`src/rtl/stage_sequencer_pkg.sv`:
```
// Shared stage codes and FSM state encoding for the game flow controller.
// The stage codes are also decoded by the character and enemy blocks.
package stage_sequencer_pkg;

  localparam logic [3:0] STAGE_TITLE = 4'h0;
  localparam logic [3:0] STAGE_WIN   = 4'hE;
  localparam logic [3:0] STAGE_LOSE  = 4'hF;

  typedef logic [2:0] state_t;

  localparam state_t StTitle   = 3'd0;
  localparam state_t StIntro   = 3'd1;
  localparam state_t StPlay    = 3'd2;
  localparam state_t StCleared = 3'd3;
  localparam state_t StWin     = 3'd4;
  localparam state_t StLose    = 3'd5;

endpackage

```
`src/rtl/stage_sequencer_if.sv`:
```
// Player-input and stage-status bundle between the game flow controller and the rest of the game.
interface stage_sequencer_if;

  logic       ENTER_signal;
  logic [3:0] lives;
  logic       level_clear;
  logic [3:0] stage;
  logic       freeze;
  logic [7:0] time_left;
  logic       level_start;

  modport master (
    output ENTER_signal, lives, level_clear,
    input  stage, freeze, time_left, level_start
  );

  modport slave (
    input  ENTER_signal, lives, level_clear,
    output stage, freeze, time_left, level_start
  );

endinterface

```
`src/rtl/stage_sequencer_sec_tick_gen.sv`:
```
// Seconds prescaler: one-cycle tick after every TICKS_PER_SEC enabled cycles.
module sec_tick_gen #(
  parameter int unsigned TICKS_PER_SEC = 100
) (
  input  logic clk,
  input  logic rst,
  input  logic clr,
  input  logic en,
  output logic tick
);

  localparam int unsigned CntW = (TICKS_PER_SEC > 1) ? $clog2(TICKS_PER_SEC) : 1;
  localparam logic [CntW-1:0] CntMax = CntW'(TICKS_PER_SEC - 1);

  logic [CntW-1:0] cnt_q, cnt_d;
  logic            wrap;

  assign wrap = (cnt_q == CntMax);
  assign tick = en && wrap;

  always_comb begin
    cnt_d = cnt_q;
    if (clr) begin
      cnt_d = '0;
    end else if (en) begin
      cnt_d = wrap ? '0 : cnt_q + 1'b1;
    end
  end

  always_ff @(posedge clk or negedge rst) begin
    if (!rst) begin
      cnt_q <= '0;
    end else begin
      cnt_q <= cnt_d;
    end
  end

endmodule

```
`src/rtl/stage_sequencer.sv`:
```
// Game flow controller: title -> intro -> play -> cleared -> next level, ending in win or
// game over. Owns the FSM, hold counter, level register and per-level countdown timer.
module stage_sequencer
  import stage_sequencer_pkg::*;
#(
  parameter int unsigned NUM_LEVELS    = 3,
  parameter int unsigned INTRO_CYCLES  = 100,
  parameter int unsigned CLEAR_CYCLES  = 100,
  parameter int unsigned TIME_LIMIT    = 60,
  parameter int unsigned TICKS_PER_SEC = 100
) (
  input  logic              clk,
  input  logic              rst,
  stage_sequencer_if.slave  bus
);

  state_t      state_q, state_d;
  logic [3:0]  level_q, level_d;
  logic [15:0] hold_q, hold_d;
  logic [7:0]  time_q, time_d;
  logic        enter_q;
  logic        level_start_q, level_start_d;
  logic        start_edge;
  logic        tick;
  logic        presc_clr;

  assign start_edge = bus.ENTER_signal & ~enter_q;

  sec_tick_gen #(
    .TICKS_PER_SEC (TICKS_PER_SEC)
  ) u_sec_tick_gen (
    .clk  (clk),
    .rst  (rst),
    .clr  (presc_clr),
    .en   (state_q == StPlay),
    .tick (tick)
  );

  always_comb begin
    state_d       = state_q;
    level_d       = level_q;
    hold_d        = hold_q;
    time_d        = time_q;
    level_start_d = 1'b0;
    presc_clr     = 1'b0;
    case (state_q)
      StTitle: begin
        if (start_edge) begin
          state_d   = StIntro;
          level_d   = 4'd1;
          hold_d    = 16'(INTRO_CYCLES - 1);
          time_d    = 8'(TIME_LIMIT);
          presc_clr = 1'b1;
        end
      end
      StIntro: begin
        if (hold_q == '0) begin
          state_d       = StPlay;
          level_start_d = 1'b1;
        end else begin
          hold_d = hold_q - 16'd1;
        end
      end
      StPlay: begin
        if (tick && time_q != 8'd0) time_d = time_q - 8'd1;
        // Losing takes priority over clearing in the same cycle.
        if (bus.lives == 4'd0 || time_q == 8'd0) begin
          state_d = StLose;
        end else if (bus.level_clear) begin
          state_d = StCleared;
          hold_d  = 16'(CLEAR_CYCLES - 1);
        end
      end
      StCleared: begin
        if (hold_q != '0) begin
          hold_d = hold_q - 16'd1;
        end else if (level_q == 4'(NUM_LEVELS)) begin
          state_d = StWin;
        end else begin
          state_d   = StIntro;
          level_d   = level_q + 4'd1;
          hold_d    = 16'(INTRO_CYCLES - 1);
          time_d    = 8'(TIME_LIMIT);
          presc_clr = 1'b1;
        end
      end
      StWin, StLose: begin
        if (start_edge) state_d = StTitle;
      end
      default: state_d = StTitle;
    endcase
  end

  always_ff @(posedge clk or negedge rst) begin
    if (!rst) begin
      state_q       <= StTitle;
      level_q       <= 4'd1;
      hold_q        <= '0;
      time_q        <= '0;
      enter_q       <= 1'b0;
      level_start_q <= 1'b0;
    end else begin
      state_q       <= state_d;
      level_q       <= level_d;
      hold_q        <= hold_d;
      time_q        <= time_d;
      enter_q       <= bus.ENTER_signal;
      level_start_q <= level_start_d;
    end
  end

  always_comb begin
    case (state_q)
      StIntro, StPlay, StCleared: bus.stage = level_q;
      StWin:                      bus.stage = STAGE_WIN;
      StLose:                     bus.stage = STAGE_LOSE;
      default:                    bus.stage = STAGE_TITLE;
    endcase
  end

  assign bus.freeze      = (state_q != StPlay);
  assign bus.time_left   = time_q;
  assign bus.level_start = level_start_q;

endmodule

```
`src/flat_wrapper.sv`:
```
// flat-port wrapper written by rule: the top's interface ports become plain ports
module stage_sequencer_flat import stage_sequencer_pkg::*;
#(
  parameter int unsigned NUM_LEVELS    = 3,
  parameter int unsigned INTRO_CYCLES  = 100,
  parameter int unsigned CLEAR_CYCLES  = 100,
  parameter int unsigned TIME_LIMIT    = 60,
  parameter int unsigned TICKS_PER_SEC = 100
)
  (clk, rst, bus_ENTER_signal, bus_lives, bus_level_clear, bus_stage, bus_freeze, bus_time_left, bus_level_start);
  stage_sequencer_if bus_i ();
  input  logic clk;
  input  logic rst;
  input wire logic [$bits(bus_i.ENTER_signal)-1:0] bus_ENTER_signal;
  input wire logic [$bits(bus_i.lives)-1:0] bus_lives;
  input wire logic [$bits(bus_i.level_clear)-1:0] bus_level_clear;
  output wire logic [$bits(bus_i.stage)-1:0] bus_stage;
  output wire logic [$bits(bus_i.freeze)-1:0] bus_freeze;
  output wire logic [$bits(bus_i.time_left)-1:0] bus_time_left;
  output wire logic [$bits(bus_i.level_start)-1:0] bus_level_start;
  assign bus_i.ENTER_signal = bus_ENTER_signal;
  assign bus_i.lives = bus_lives;
  assign bus_i.level_clear = bus_level_clear;
  assign bus_stage = bus_i.stage;
  assign bus_freeze = bus_i.freeze;
  assign bus_time_left = bus_i.time_left;
  assign bus_level_start = bus_i.level_start;
  stage_sequencer #(.NUM_LEVELS(NUM_LEVELS), .INTRO_CYCLES(INTRO_CYCLES), .CLEAR_CYCLES(CLEAR_CYCLES), .TIME_LIMIT(TIME_LIMIT), .TICKS_PER_SEC(TICKS_PER_SEC)) u_core (.clk(clk), .rst(rst), .bus(bus_i));
endmodule
```
`config.mk`:
```
export PLATFORM = sky130hd
export DESIGN_NAME = stage_sequencer_flat
export DESIGN_NICKNAME = d
export VERILOG_FILES = /design/src/rtl/stage_sequencer_pkg.sv /design/src/rtl/stage_sequencer_if.sv /design/src/rtl/stage_sequencer_sec_tick_gen.sv /design/src/rtl/stage_sequencer.sv /design/src/flat_wrapper.sv
export SDC_FILE = /design/constraint.sdc
export NUM_CORES = 1
export LEC_CHECK = 0
export ABC_AREA = 1
export CORE_MARGIN = 2
export CORE_UTILIZATION = 35
export DETAILED_ROUTE_END_ITERATION = 10
export DONT_BUFFER_PORTS = 1
export PLACE_DENSITY = 0.59
export SETUP_SLACK_MARGIN = 0.2
export SLEW_MARGIN = 5
export SYNTH_ARGS = -nofsm -noshare
export SYNTH_HDL_FRONTEND = slang
export SYNTH_HIERARCHICAL = 1
export SYNTH_SLANG_ARGS = --single-unit
```
`constraint.sdc`:
```
create_clock -name clk -period 4.3 [get_ports clk]
set_input_delay 0.86 -clock clk [delete_from_list [all_inputs] [get_ports clk]]
set_output_delay 0.86 -clock clk [all_outputs]
set_load 0.01 [all_outputs]
```
==> results of run 1 <==
[state kept, by name, summed over array words and instances (netlist names)]
signal,flops
u_core/state_q,3
u_core/bus.time_left,8
u_core/level_q,4
u_core/enter_q,1
u_core/hold_q,16
u_core/bus.level_start,1
u_core/u_sec_tick_gen/cnt_q,7
[cell usage after synthesis, types with 2 or more instances]
cell and number:
nand3_1 36, inv_2 5, xnor2_1 4, dfrtp_1 39
nand2_1 150, inv_1 45, nand2_4 2, nor2_4 4
a21oi_1 2, buf_6 2, o21bai_1 2, xor2_1 11
buf_2 3, ha_1 5, o21ai_0 15, nand4_1 8
o21ai_2 7, nor2_1 47, nor2_2 4, nand2_2 10
[path summary, 6_finish.rpt]
check                                              start                                  end  cells after the start
max                        u_core/state_q[2]$_DFFE_PN0P_                         bus_stage[3]                      5
min                                                  rst  u_core/bus.time_left[2]$_DFFE_PN0P_                      0
max reg2reg                 u_core/hold_q[0]$_DFFE_PN0P_  u_core/bus.time_left[1]$_DFFE_PN0P_                      9
min reg2reg                 u_core/hold_q[1]$_DFFE_PN0P_         u_core/hold_q[1]$_DFFE_PN0P_                      2
max in group asynchronous                            rst        u_core/level_q[0]$_DFFE_PN1P_                      0
min in group clk            u_core/hold_q[1]$_DFFE_PN0P_         u_core/hold_q[1]$_DFFE_PN0P_                      2
[placed cells by master, fill, tap and decap left out, types with 2 or more instances in the layout]
master | netlist | final
nand2_2 | 10 | 10
o21ai_2 | 7 | 7
xnor2_1 | 4 | 4
xor2_1 | 11 | 11
nor2_1 | 47 | 47
nor2_2 | 4 | 4
ha_1 | 5 | 5
o21ai_0 | 15 | 15
inv_1 | 45 | 45
a21oi_1 | 2 | 2
dfrtp_1 | 39 | 39
nand4_1 | 8 | 8
nand3_1 | 36 | 36
nor2_4 | 4 | 4
o21bai_1 | 2 | 2
inv_2 | 5 | 5
nand2_1 | 150 | 150
nand2_4 | 2 | 2
clkbuf_1 | 1 | 2
clkbuf_8 | 0 | 5
[layout make-up]
type	instances	area, sq um
fill	836	4780
clock inverter	1	5.00
tap	102	128
multi-input combinational	314	1540
timing repair buffer	1	7.51
inverter	50	188
sequential	40	1000
clock buffer	7	76.3
[power by group through the flow]
stage                     logic, uW  clock network [uW]  registers, uW
after floorplan                 966                   0            626
after global placement         1060                   0            666
after detailed placement       1090                   0            667
after CTS                      1090                 260            661
after global routing           1250                 274            683
final                          1070                 249            661
[worst max-delay path: cells and delay by family, from the launching register on]
kind            cells  cell delay (ps)
flops               1              430
compound gates      1              370
simple gates        2              200
buf+inv             2              180
[stage by stage]
step | power, uW | hold slack, ps | util (%) | std cells
after floorplan | 1590 | 464 | - | 412
after global placement | 1730 | 486 | 37.1 | 507
after detailed placement | 1750 | 486 | 37.1 | 507
after CTS | 2010 | 240 | 38.1 | 515
after global routing | 2210 | 231 | 38.1 | 515
final | 1990 | 251 | 38.1 | 515
[logic make-up (layout without fill, tap and decap cells)]
group / Yosys count / in the layout / synth area share [%]
flip-flops: 40 / 40 / 35.8
XOR/XNOR: 15 / 15 / 4.69
adder cells (fa/ha/maj): 5 / 5 / 2.24
AND/OR/NAND/NOR: 264 / 264 / 41.0
buffers and inverters: 58 / 59 / 9.16
AO/OA/AOI/OAI: 30 / 30 / 7.06
[layer usage]
layer / vias to the layer above / track usage (%)
met5: - / 0
met1: 1133 / 19.3
met4: 0 / 2.57
met2: 41 / 26.3
met3: 2 / 2.82
li1: 1273 / -
==> run metrics, run 1 <==
Layout Skew 10.9 ps; CP Capture Type primary output; WL/cell 11.5 um; P_int 962 uW; Cell Area, Synth 2800 sq um; vias in the first global route 2380; part of the power in registers between 30% and 40%; top cells by area, synth dfrtp_1, nand2_1, nand3_1; cts hold-fix bufs 0; ant diodes 0; Die X 93.4 um; Hold Violations, Final 0; row count 32; critical path type flip-flop to primary output; clock buffer count from CTS 5; H-tree Lvls 2; drt via density about 4.8; root buf cell clkbuf_8; top cell type's share of synthesized area between 30% and 40%; clk sinks 40; met3 wire len 227 um; max incr delay on CP 430 ps; Finish-stage setup viols 0; crit path max fanout 4; Clk Latency, worst-skew pair 300 ps; Sw Pwr 1020 uW; status finished, final reports clean; nets@finish 425; Seq/Total Area, Yosys 35.8%; pre-CTS setup slack 2090 ps; layout cell share with drive strength beyond 1 10.4%; First DRT Iteration DRCs 143; DP HPWL 4.29 mm; Worst Max-Slew Pin Slew 546 ps; Ports 22; Leakage roughly 0.0016 uW; Synth async-reset ratio 100%; drt first pass iters 4; Remaining Overflow, GRT 0; GP Congestion 0.835; Mean Syn Cell Area roughly 6.8 sq um; vias 2449; IO buf count 0; initial antenna violation count 0; Metal-1 WL between 2 and 3 mm; Reg clk slew, reported paths 80 ps; post_cts resized 0; fmax between 400 and 500 MHz; Worst VDD drop 0.343 mV; Finished Cell Area 2950 sq um; DRC viols 0; dpl cell area about 2900 sq um; post-layout minimum cycle time 2340 ps; P&R area growth vs syn 5.28%; register-to-register path setup slack 2070 ps; post-synthesis cell type count 31; WL met2 2.83 mm; overall routing resource usage 15.0%; Synth warnings 6; setup ws final 1960 ps; Setup Buffers After CTS 0; Final Cycle Share a little over half; clock share of power about 13%; WP data arrival ~1500 ps; post-route setup TNS 0 ps; initial core utilization a little over a third; die area 8730 sq um; chip height 93.4 um; power density cells 674 nW/um^2; most used flip-flop cell after synthesis dfrtp_1; first-pass GRT wire length 10.7 mm; Synth Register Bits 40; CTS tree built; Synth area leader dfrtp_1; Clock Path Buffers 2; Post-DRT Antenna Nets 0; max-cap viol count 0; RSZ-0062 raised after global routing false; HP Class primary input to asynchronous set/reset pin; Mapped Cells 412; core footprint 7730 sq um; final WL 5.95 mm; sw frac slightly above 50%; largest net degree at the start of global routing 41; Comb pwr share between 50% and 60%; number of synthesized flops with an enable pin 0; Cell Chain, Critical Path inv_2 > nand2_2 > nand2_1 > inv_1 > o21ai_0; Post-Syn Nets approximately 430; slowest CP cell dfrtp_1; Top Layer Used met4; Max Slew Vio Count 0; nature of the critical path startpoint flip-flop; Worst slew margin 63.6%; CP required about 3400 ps
Note: power is estimated with default switching activity, not from simulation.
==> inputs of run 2 (changes only) <==
--- a/config.mk
+++ b/config.mk
@@ -10,7 +10,7 @@
 export CORE_UTILIZATION = 35
 export DETAILED_ROUTE_END_ITERATION = 10
 export DONT_BUFFER_PORTS = 1
-export PLACE_DENSITY = 0.59
+export PLACE_DENSITY = 0.61
 export SETUP_SLACK_MARGIN = 0.2
 export SLEW_MARGIN = 5
 export SYNTH_ARGS = -nofsm -noshare
==> constraint.sdc (replaced) <==
create_clock -name clk -period 1.95 [get_ports clk]
set_input_delay 0.39 -clock clk [delete_from_list [all_inputs] [get_ports clk]]
set_output_delay 0.39 -clock clk [all_outputs]
set_load 0.01 [all_outputs]
==> run metrics, run 2 (same netlist as run 1, synthesis figures left out) <==
status finished, final reports clean; DP HPWL 4.43 mm; critical path type flip-flop to flip-flop; FILL cells slightly below 800; nature of the critical path startpoint flip-flop; layout cell share with drive strength beyond 1 29.0%; Remaining Overflow, GRT 0; Die X slightly above 90 um; dpl cell area about 2900 sq um; clk sinks 40; Clk Latency, worst-skew pair around 300 ps; root buf cell clkbuf_8; max FFs per register 16; die area between 8000 and 9000 sq um; RSZ-0062 raised after global routing true; Top Layer Used met4; initial antenna violation count 0; GP Congestion 0.817; post-route setup TNS 0 ps; Post-DRT Antenna Nets 0; Clock Path Buffers 2; P&R area growth vs syn 25.2%; final WL 6.93 mm; H-tree Lvls 2; met3 wire len 346 um; Min-Delay Startpoint bus_ENTER_signal; Hold Violations, Final 0; sw frac between 50% and 60%; nets@finish 461; vias 2632; Layout Skew between 6 and 7 ps; part of the power in registers 26.8%; most frequent cells in the layout nand2_1, inv_1, nand3_1; final core utilization 45.3%; Final Cycle Share roughly nine tenths; core footprint 7730 sq um; r2r startpoint u_core/hold_q[0]$_DFFE_PN0P_; HP Class primary input to flip-flop; drt via density 4.78; fmax just under 600 MHz; chip height slightly above 90 um; first-pass GRT wire length 10.8 mm; max incr delay on CP approximately 400 ps; overall routing resource usage between 15 and 20%; WL met2 3.23 mm; slowest CP cell dfrtp_1; clock buffer count from CTS 5; WP data arrival ~1900 ps; register area just over 1000 sq um; P_int 2720 uW; Reg clk slew, reported paths around 80 ps; Max Slew Vio Count 0; post-layout minimum cycle time around 1700 ps; power density cells 1570 nW/um^2; Comb pwr share 63.0%; Worst slew margin 74.7%; ant diodes 0; crit path max fanout 8; WL/cell 12.6 um; Sw Pwr 2780 uW; Worst VDD drop 0.880 mV; Cell Chain, Critical Path inv_2 > ha_4 > nand3_4 > nor2_4 > buf_4 > nand2_4 > o21ai_4 > nor2_4 > clkbuf_16 > nand2_1 > nand2_1; max-cap viol count 0; clock share of power roughly 10%; Ports 22; critical path launch point u_core/hold_q[0]$_DFFE_PN0P_; IO buf count 0; row count 32; CTS tree built; First DRT Iteration DRCs 149; vias in the first global route about 2400; largest net degree at the start of global routing between 40 and 50; most common cell after layout, fill and taps aside nand2_1; Metal-1 WL 3.34 mm; CP Capture Type flip-flop; Finished Cell Area approximately 3500 sq um; initial core utilization a little over a third; Leakage 0.00179 uW; drt first pass iters 4; Largest Register u_core/hold_q; area taken by multi-input logic gates roughly 1800 sq um; DRC viols 0; Finish-stage setup viols 0; Worst Max-Slew Pin Slew 379 ps; CP required 2140 ps
## run 2: stage by stage
step	setup WS [ps]	hold slack, ps	total power, uW	cells
after floorplan	223	94.4	3510	412
after global placement	68.9	96.8	3960	516
after detailed placement	43.0	97.0	4000	516
after CTS	107	97.0	4740	535
after global routing	122	87.6	6000	551
final	228	112	5500	551
## run 2: area by class of cell
type,count,share of cell area [%]
Inverter,50,5.57
Multi-Input combinational cell,316,50.6
Sequential cell,40,28.8
Clock buffer,6,2.07
Clock inverter,2,0.357
Timing Repair Buffer,35,8.89
Tap cell,102,3.64
## run 2: final timing paths
kind	endpoint	slack (ps)	cells after the start
max	u_core/hold_q[5]$_DFFE_PN0P_	230	11
min	u_core/enter_q$_DFF_PN0_	110	0
max reg2reg	u_core/hold_q[5]$_DFFE_PN0P_	230	11
min reg2reg	u_core/hold_q[15]$_DFFE_PN0P_	520	2
max in group asynchronous	u_core/level_q[0]$_DFFE_PN1P_	1120	2
min in group asynchronous	u_core/bus.level_start$_DFF_PN0_	560	2
## run 2: power by group through the flow
stage | clock network, uW | logic (uW) | registers, uW
after floorplan | 0 | 2130 | 1380
after global placement | 0 | 2540 | 1430
after detailed placement | 0 | 2570 | 1430
after CTS | 593 | 2730 | 1410
after global routing | 620 | 3860 | 1520
final | 560 | 3470 | 1480
## run 2: critical path: cells and delay by family (launching register included)
family / cells / cell delay, ps
adders and majority gates: 1 / 150
buffers and inverters: 3 / 360
and+or+nand+nor: 6 / 490
AOI/OAI and AO/OA: 1 / 200
DFF: 1 / 400
## run 2: repair_timing
| item | 4_1_cts | 5_1_grt |
|---|---|---|
| pin swaps | 4 | 23 |
| endpoints found under the setup margin | 33 | 38 |
| setup buffers | 9 | 13 |
| gates resized for setup | 5 | 70 |
| hold endpoints to repair | 40 | 0 |
| gates cloned | 0 | 3 |
| hold buffers | 2 | 0 |
## run 2: per-layer routing
layer	GRT usage [%]	vias to the layer above
li1	-	1349
met1	20.3	1222
met2	25.3	57
met3	3.38	4
met4	4.17	0
met5	0	-
==> inputs of run 3 (changes only) <==
--- a/config.mk
+++ b/config.mk
@@ -7,10 +7,11 @@
 export LEC_CHECK = 0
 export ABC_AREA = 1
 export CORE_MARGIN = 2
-export CORE_UTILIZATION = 35
+export CORE_UTILIZATION = 40
+export CTS_BUF_LIST = sky130_fd_sc_hd__clkbuf_2
 export DETAILED_ROUTE_END_ITERATION = 10
 export DONT_BUFFER_PORTS = 1
-export PLACE_DENSITY = 0.61
+export PLACE_DENSITY = 0.66
 export SETUP_SLACK_MARGIN = 0.2
 export SLEW_MARGIN = 5
 export SYNTH_ARGS = -nofsm -noshare
==> run metrics, run 3 (same netlist as run 1, synthesis figures left out) <==
post-route setup TNS 0 ps; Cell Chain, Critical Path inv_2 > ha_4 > nand3_4 > nor2_4 > buf_6 > nand2_8 > o21ai_4 > nor2_4 > buf_12 > o21ai_0; Hold Slack 280 ps; total power 5500 uW; Min-Delay Startpoint bus_ENTER_signal; drt first pass iters 5; chip height 87.7 um; vias 2768; most frequent cells in the layout nand2_1, nor2_1, inv_1; WP data arrival 2120 ps; Hold Violations, Final 0; Worst slew margin between 70% and 80%; WHS Endpoint u_core/state_q[2]$_DFFE_PN0P_; Die X a little under 90 um; dpl cell area 2930 sq um; die area a little under 8000 sq um; Finish-stage setup viols 0; WL/cell 13.2 um; largest net degree at the start of global routing 41; reg2reg end u_core/hold_q[2]$_DFFE_PN0P_; Post-DRT Antenna Nets 0; DP HPWL ~4.4 mm; hold path depth 3; Worst VDD drop 0.898 mV; Worst Max-Slew Pin Slew 411 ps; post-layout minimum cycle time 1810 ps; max FFs per register 16; Remaining Overflow, GRT 0; register-to-register path setup slack 140 ps; row count 30; slowest CP cell dfrtp_1; Max Slew Vio Count 0; pre-CTS setup slack 47.1 ps; Reg clk slew, reported paths 250 ps; GP Congestion 0.819; ant diodes 0; most numerous cell on the critical path nor2_4; first-pass GRT wire length 11.0 mm; FILL cells just over 600; drt via density between 5 and 6; Leakage 0.00185 uW; HP Class primary input to flip-flop; RSZ-0062 raised after global routing true; initial antenna violation count 0; CP Capture Type flip-flop; CP required 2270 ps; Clock Path Buffers 2; setup ws final 144 ps; status finished, final reports clean; First DRT Iteration DRCs 205; initial core utilization 41.2%; clock buffer count from CTS 5; final WL 7.32 mm; overall routing resource usage between 15 and 20%; Finished Cell Area ~3600 sq um; fmax around 550 MHz; nature of the critical path startpoint flip-flop; CTS tree built; Ports 22; most common cell after layout, fill and taps aside nand2_1; FF-to-FF path depth 10; DRC viols 0; layout cell share with drive strength beyond 1 29.1%; r2r startpoint u_core/hold_q[0]$_DFFE_PN0P_; core footprint slightly below 7000 sq um; Clk Latency, worst-skew pair 420 ps; critical path type flip-flop to flip-flop; clk sinks 40; vias in the first global route 2367; power density cells 1540 nW/um^2; P&R area growth vs syn 27.4%; crit path max fanout 8; IO buf count 0; nets@finish 469; max-cap viol count 0; Largest Register u_core/hold_q; Final Cycle Share 92.6%; root buf cell clkbuf_2; Layout Skew 50.0 ps; max incr delay on CP 450 ps; H-tree Lvls 2
==> run 3: power by group <==
group	switching [uW]	internal (uW)	leakage, uW	total, uW
clock	285	97.8	0.0000330	383
combinational	2250	1430	0.00130	3670
sequential	338	1100	0.000516	1440
total	2870	2630	0.00185	5500
==> run 3: timing repair <==
action                     CTS  global route
hold buffers                 3             0
setup endpoints to repair   36            41
pin swaps                   12            26
setup buffers               18            12
cloned                       1             2
gates resized for setup     28            56
hold endpoints to repair    41             0
==> run 3: per-stage QoR <==
stage	utilization, %	std cells
2_1_floorplan	-	412
3_3_place_gp	43.2	509
3_5_place_dp	43.2	509
4_1_cts	47.9	539
5_1_grt	52.5	553
6_report	52.5	553
==> run 3: worst max path at each step <==
stage                                   from  slack, ps  depth (start not counted)                                         end
6_report        u_core/hold_q[0]$_DFFE_PN0P_        140                         10                u_core/hold_q[2]$_DFFE_PN0P_
2_1_floorplan   u_core/hold_q[0]$_DFFE_PN0P_        220                         11  u_core/u_sec_tick_gen/cnt_q[2]$_DFFE_PN0P_
4_1_cts        u_core/state_q[2]$_DFFE_PN0P_        150                          5                                  bus_freeze
3_5_place_dp    u_core/hold_q[0]$_DFFE_PN0P_         50                         11  u_core/u_sec_tick_gen/cnt_q[2]$_DFFE_PN0P_
5_1_grt        u_core/hold_q[11]$_DFFE_PN0P_         60                          9                u_core/hold_q[2]$_DFFE_PN0P_
3_3_place_gp    u_core/hold_q[0]$_DFFE_PN0P_        110                         11  u_core/u_sec_tick_gen/cnt_q[2]$_DFFE_PN0P_
==> run 3: worst max-delay path, delay by kind of cell, from the launching register on <==
kind | cells | cell delay, ps
fa+ha+maj | 1 | 150
simple gates | 4 | 400
buf+inv | 3 | 360
flops | 1 | 450
compound gates | 2 | 330
==> run 3: routing by layer <==
metal  vias to the layer above  GRT usage, %  wire (um)
met2                        86          30.3       3610
met4                         0          4.62        112
li1                       1371             -          -
met3                        14          3.11        351
met5                         -             0          0
met1                      1297          23.4       3240
==> run 3: area by class of cell <==
type                       instances  area [sq um]  area share, %
multi-input combinational        316          1800           50.4
clock buffer                       7          35.0          0.983
clock inverter                     1          5.00          0.140
inverter                          50           204           5.72
sequential                        40          1010           28.3
timing repair buffer              43           397           11.1
tap                               96           120           3.37
